[src/rtl/key_led_pkg.sv]
// Shared mode encodings, LED entry patterns and mode helpers for the key/LED controller.
// Pure definitions: no latency and no flow control involved.
package key_led_pkg;

  localparam int CNT_W = 25;

  typedef enum logic [1:0] {
    IDLE  = 2'd0,
    LEFT  = 2'd1,
    RIGHT = 2'd2,
    BLINK = 2'd3
  } mode_t;

  localparam logic [3:0] LED_IDLE  = 4'b0000;
  localparam logic [3:0] LED_LEFT  = 4'b0001;
  localparam logic [3:0] LED_RIGHT = 4'b1000;
  localparam logic [3:0] LED_BLINK = 4'b1111;

  typedef struct packed {
    mode_t      mode;
    logic [3:0] led;
  } disp_t;

  function automatic mode_t next_mode(input mode_t m);
    mode_t n;
    case (m)
      IDLE:    n = LEFT;
      LEFT:    n = RIGHT;
      RIGHT:   n = BLINK;
      default: n = IDLE;
    endcase
    return n;
  endfunction

  function automatic logic [3:0] entry_led(input mode_t m);
    logic [3:0] p;
    case (m)
      LEFT:    p = LED_LEFT;
      RIGHT:   p = LED_RIGHT;
      BLINK:   p = LED_BLINK;
      default: p = LED_IDLE;
    endcase
    return p;
  endfunction

endpackage

[src/rtl/key_led_ctrl_step_tick_gen.sv]
// Step timer: tick is combinational in the last cycle of each STEP_TIME period.
// No backpressure; clr restarts the period and suppresses the tick, run=0 parks the counter.
module step_tick_gen
  import key_led_pkg::*;
#(
  parameter int unsigned STEP_TIME = 25_000_000
) (
  input  logic sclk,
  input  logic s_rst_n,
  input  logic run,
  input  logic clr,
  output logic tick
);

  localparam logic [CNT_W-1:0] CNT_MAX = CNT_W'(STEP_TIME - 1);

  logic [CNT_W-1:0] cnt;
  logic             at_max;

  assign at_max = (cnt == CNT_MAX);
  assign tick   = run & ~clr & at_max;

  always_ff @(posedge sclk or negedge s_rst_n) begin
    if (!s_rst_n) begin
      cnt <= '0;
    end else if (clr || !run || at_max) begin
      cnt <= '0;
    end else begin
      cnt <= cnt + CNT_W'(1);
    end
  end

endmodule

[src/rtl/key_led_ctrl.sv]
// Key-driven LED pattern controller: mode/led update on the edge that samples key_flag or a tick.
// Latency one cycle from key_flag to outputs; no backpressure, every key_flag cycle is one event.
module key_led_ctrl
  import key_led_pkg::*;
#(
  parameter int unsigned STEP_TIME = 25_000_000
) (
  input  logic       sclk,
  input  logic       s_rst_n,
  input  logic       key_flag,
  output logic [3:0] led,
  output logic [1:0] mode
);

  disp_t disp_q;
  disp_t disp_d;
  logic  run;
  logic  tick;

  assign run = (disp_q.mode != IDLE);

  step_tick_gen #(
    .STEP_TIME(STEP_TIME)
  ) u_step_tick_gen (
    .sclk   (sclk),
    .s_rst_n(s_rst_n),
    .run    (run),
    .clr    (key_flag),
    .tick   (tick)
  );

  always_ff @(posedge sclk or negedge s_rst_n) begin
    if (!s_rst_n) begin
      disp_q.mode <= IDLE;
      disp_q.led  <= LED_IDLE;
    end else begin
      disp_q <= disp_d;
    end
  end

  // A key event takes priority over a coincident tick, so the new mode starts from its entry pattern.
  always_comb begin
    disp_d = disp_q;
    if (key_flag) begin
      disp_d.mode = next_mode(disp_q.mode);
      disp_d.led  = entry_led(disp_d.mode);
    end else if (tick) begin
      case (disp_q.mode)
        LEFT:    disp_d.led = {disp_q.led[2:0], disp_q.led[3]};
        RIGHT:   disp_d.led = {disp_q.led[0], disp_q.led[3:1]};
        BLINK:   disp_d.led = ~disp_q.led;
        default: disp_d.led = disp_q.led;
      endcase
    end
  end

  assign led  = disp_q.led;
  assign mode = disp_q.mode;

  a_rotate_onehot: assert property (
    @(posedge sclk) disable iff (!s_rst_n)
      (disp_q.mode == LEFT || disp_q.mode == RIGHT) |-> $onehot(disp_q.led)
  );

  a_idle_dark: assert property (
    @(posedge sclk) disable iff (!s_rst_n)
      (disp_q.mode == IDLE) |-> (disp_q.led == LED_IDLE)
  );

endmodule
[config.mk]
export PLATFORM = sky130hd
export DESIGN_NAME = key_led_ctrl
export DESIGN_NICKNAME = d
export VERILOG_FILES = /design/src/rtl/key_led_pkg.sv /design/src/rtl/key_led_ctrl_step_tick_gen.sv /design/src/rtl/key_led_ctrl.sv
export SDC_FILE = /design/constraint.sdc
export NUM_CORES = 1
export LEC_CHECK = 0
export CORE_MARGIN = 3
export CORE_UTILIZATION = 59
export DETAILED_ROUTE_END_ITERATION = 8
export PLACE_DENSITY_LB_ADDON = 0.12
export SYNTH_ARGS = -nofsm -noshare
export SYNTH_HDL_FRONTEND = slang
export SYNTH_SLANG_ARGS = --single-unit
[constraint.sdc]
create_clock -name sclk -period 2.4 [get_ports sclk]
set_input_delay 0.24 -clock sclk [delete_from_list [all_inputs] [get_ports sclk]]
set_output_delay 0.24 -clock sclk [all_outputs]
set_load 0.05 [all_outputs]
==> out/results.tsv, run 1 <==
metric	value	unit
outcome	finished, final reports clean	
number of distinct library cells after synthesis	33	
post-detailed-routing wire length	3420	µm
Startpoint Class	flip-flop	
path type of the worst min-delay path	in2async	
share of flip-flops with an asynchronous set or reset	1.00	
router iterations before antenna repair	4	
Final Instance Count excl. Fillers	221	
count of buffer and inverter cells on the critical path	0	
width of the die	59.8	µm
post-route setup TNS	0	ps
synthesized instance count	181	
worst setup margin	224	ps
placed wire-length estimate after detailed placement	2400	µm
worst clock skew	10.4	ps
PortBufs	8	
maximum number of pins on one net before global-route repair	32	
relative contribution of sequential cells to total power	0.415	
initial core utilization	0.654	
number of nets in the layout	199	
Syn Std Cell Area	0.00171	mm²
number of max-cap violations	0	
detailed-route via count	1431	
violation count after the first detailed-routing iteration	188	
top library cells by usage in the layout, fill and taps aside	31 x sky130_fd_sc_hd__dfrtp_1, 19 x sky130_fd_sc_hd__nor2_1, 12 x sky130_fd_sc_hd__a21oi_1	
total setup buffers inserted after CTS	0	
clock slew seen by the registers of the worst setup and hold paths	100	ps
clk sink count	31	
fraction of power spent switching nets	0.397	
Antenna Cells	0	
mean routed wirelength per cell	15.5	µm
final count of pins violating max slew	0	
global placer's final weighted congestion	0.836	
Placeable Area	0.00261	mm²
#FFs+latches synth	31	
clock tree from TritonCTS	built	
FMAX	460	MHz
final core area utilization	0.715	
vias per inst	6.48	
antenna violations before repair	0	
leading register cell type out of synthesis	sky130_fd_sc_hd__dfrtp_1	
Finish-stage setup viols	0	
proportion of synthesized chip area in sequential cells	0.454	
Clock H-tree levels	2	
Hold Buf Count CTS	0	
global-route wire length before repair	6290	µm
fraction of layout cells with a size suffix above 1	0.0628	
maximum clock path buffer count	2	
Post-Syn Area per Cell	9.44	µm²
Pint	953	µW
Tightest Pin Transition	501	ps
maximum net fanout on the critical path	6	
Comb power frac	0.388	
element type at the critical path end	flip-flop	
Boundary Pins	9	
total die area	0.00358	mm²
CP arrival	2390	ps
setup repair after global routing missed its margin	false	
Post-Place Cells	214	
number of cells on the critical path	5	
category of the critical setup timing path	reg2reg	
DRC	0	
post-synthesis to final-layout area growth	9.30	%
cells along the critical path	ha_1 > nand2_1 > or4_1 > or2_4 > a311o_1	
number of enable flip-flop cells after synthesis	0	
via count of the first global-routing pass	1410	
number of placement rows	18	
R2R depth	5	
Hold Violations, Final	0	
static leakage power	0.721	nW
post-synth net total	189	
clock root buffer	sky130_fd_sc_hd__clkbuf_4	
worst slew margin relative to its limit	0.662	
worst-case setup slack after placement	249	ps
Clk network pwr share	0.197	
Final Critical Period	2180	ps
NetSw	628	µW
slowest stage cell on the critical path	sky130_fd_sc_hd__or4_1	
final worst path period share	0.907	
Detail Route Antenna Nets	0	
total power per unit cell area	847	mW/mm²
WP data required	2610	ps
number of gates resized after cts	0	
cell family with most CP delay	simple AND/OR/NAND/NOR gates	
Worst VDD drop	948	µV
commonest non-fill, non-tap cell in the layout	sky130_fd_sc_hd__dfrtp_1	
total grt overflow	0	
number of buffers created by CTS	5	
largest stage delay on the critical path	670	ps
GRT Overall Usage	0.232	
vertical die dimension	59.8	µm
Yosys warning count	0	
clock latency reported for the late side of the worst-skew pair	330	ps
-- per-layer routing --
layer  wire (µm)  global-route usage
met2        1630               0.353
met3         170              0.0670
met4          55              0.0918
met1        1560               0.309
met5           0                   0
-- cell type report --
class | instances | area (µm²)
well taps | 30 | 37.5
clock inverters | 1 | 5.00
clock buffers | 6 | 51.3
multi-input cells | 135 | 872
flip-flops and latches | 31 | 776
repair buffers | 10 | 95.1
inverters | 8 | 30.0
fillers | 202 | 746
-- worst register-to-register path, cell delays in order, from the launching register on --
cell,delay [ps]
sky130_fd_sc_hd__dfrtp_1,390
sky130_fd_sc_hd__ha_1,210
sky130_fd_sc_hd__nand2_1,120
sky130_fd_sc_hd__or4_1,670
sky130_fd_sc_hd__or2_4,320
sky130_fd_sc_hd__a311o_1,360
-- cell usage after synthesis, types with 5 or more instances --
master,n,area (µm²)
sky130_fd_sc_hd__and3_1,6,37.5
sky130_fd_sc_hd__ha_1,5,62.6
sky130_fd_sc_hd__nand3_1,8,40.0
sky130_fd_sc_hd__o21ai_0,6,30.0
sky130_fd_sc_hd__inv_1,8,30.0
sky130_fd_sc_hd__nand4_1,8,50.1
sky130_fd_sc_hd__or3_1,6,37.5
sky130_fd_sc_hd__xnor2_1,9,78.8
sky130_fd_sc_hd__nor2_1,19,71.3
sky130_fd_sc_hd__a21oi_1,12,60.1
sky130_fd_sc_hd__dfrtp_1,31,776
sky130_fd_sc_hd__or4_1,5,37.5
sky130_fd_sc_hd__nand2_1,7,26.3
sky130_fd_sc_hd__nor4_1,6,37.5
-- per-stage QoR --
| step | hold WS [ps] | instance area, µm² | power (mW) |
|---|---|---|---|
| 2_1_floorplan | -55.6 | 1710 | 1.09 |
| 3_3_place_gp | 461 | 1810 | 1.26 |
| 3_5_place_dp | 469 | 1810 | 1.28 |
| 4_1_cts | 298 | 1870 | 1.60 |
| 5_1_grt | 307 | 1870 | 1.68 |
| 6_report | 294 | 1870 | 1.58 |
-- power by group through the flow --
stage / clock (mW) / combinational (mW) / sequential (mW)
after global placement: 0 / 0.599 / 0.659
after floorplan: 0 / 0.273 / 0.819
after CTS: 0.327 / 0.616 / 0.656
after detailed placement: 0 / 0.611 / 0.667
final: 0.311 / 0.614 / 0.657
after global routing: 0.354 / 0.658 / 0.672
-- cell families (layout without fill, tap and decap cells) --
kind of cell / Yosys count / after routing / share of synthesized area
compound gates: 36 / 36 / 0.144
xor+xnor: 11 / 11 / 0.0564
fa+ha+maj: 5 / 5 / 0.0366
buf+inv: 15 / 25 / 0.0352
flops: 31 / 31 / 0.454
simple gates: 83 / 83 / 0.273
-- state kept, by name, summed over array words and instances, names as in the netlist --
name	cells
led	4
mode	2
u_step_tick_gen.cnt	25
-- worst paths after layout --
path,startpoint,end,slack (ps)
hold / removal,s_rst_n,u_step_tick_gen.cnt[22],290
setup reg to reg,u_step_tick_gen.cnt[0],led[0],220
setup / recovery,u_step_tick_gen.cnt[0],led[0],220
hold reg to reg,u_step_tick_gen.cnt[0],u_step_tick_gen.cnt[0],480
max in group asynchronous,s_rst_n,u_step_tick_gen.cnt[4],1810
min in group sclk,u_step_tick_gen.cnt[0],u_step_tick_gen.cnt[0],480
Power figures use the tool's default switching activity.
==> run 2, diff against run 1 <==
--- a/config.mk
+++ b/config.mk
@@ -5,6 +5,7 @@
 export SDC_FILE = /design/constraint.sdc
 export NUM_CORES = 1
 export LEC_CHECK = 0
+export CAP_MARGIN = 20
 export CORE_MARGIN = 3
 export CORE_UTILIZATION = 59
 export DETAILED_ROUTE_END_ITERATION = 8
==> results of run 2 <==
Same layout as run 1: the final DEF is identical, and so are final timing and power.
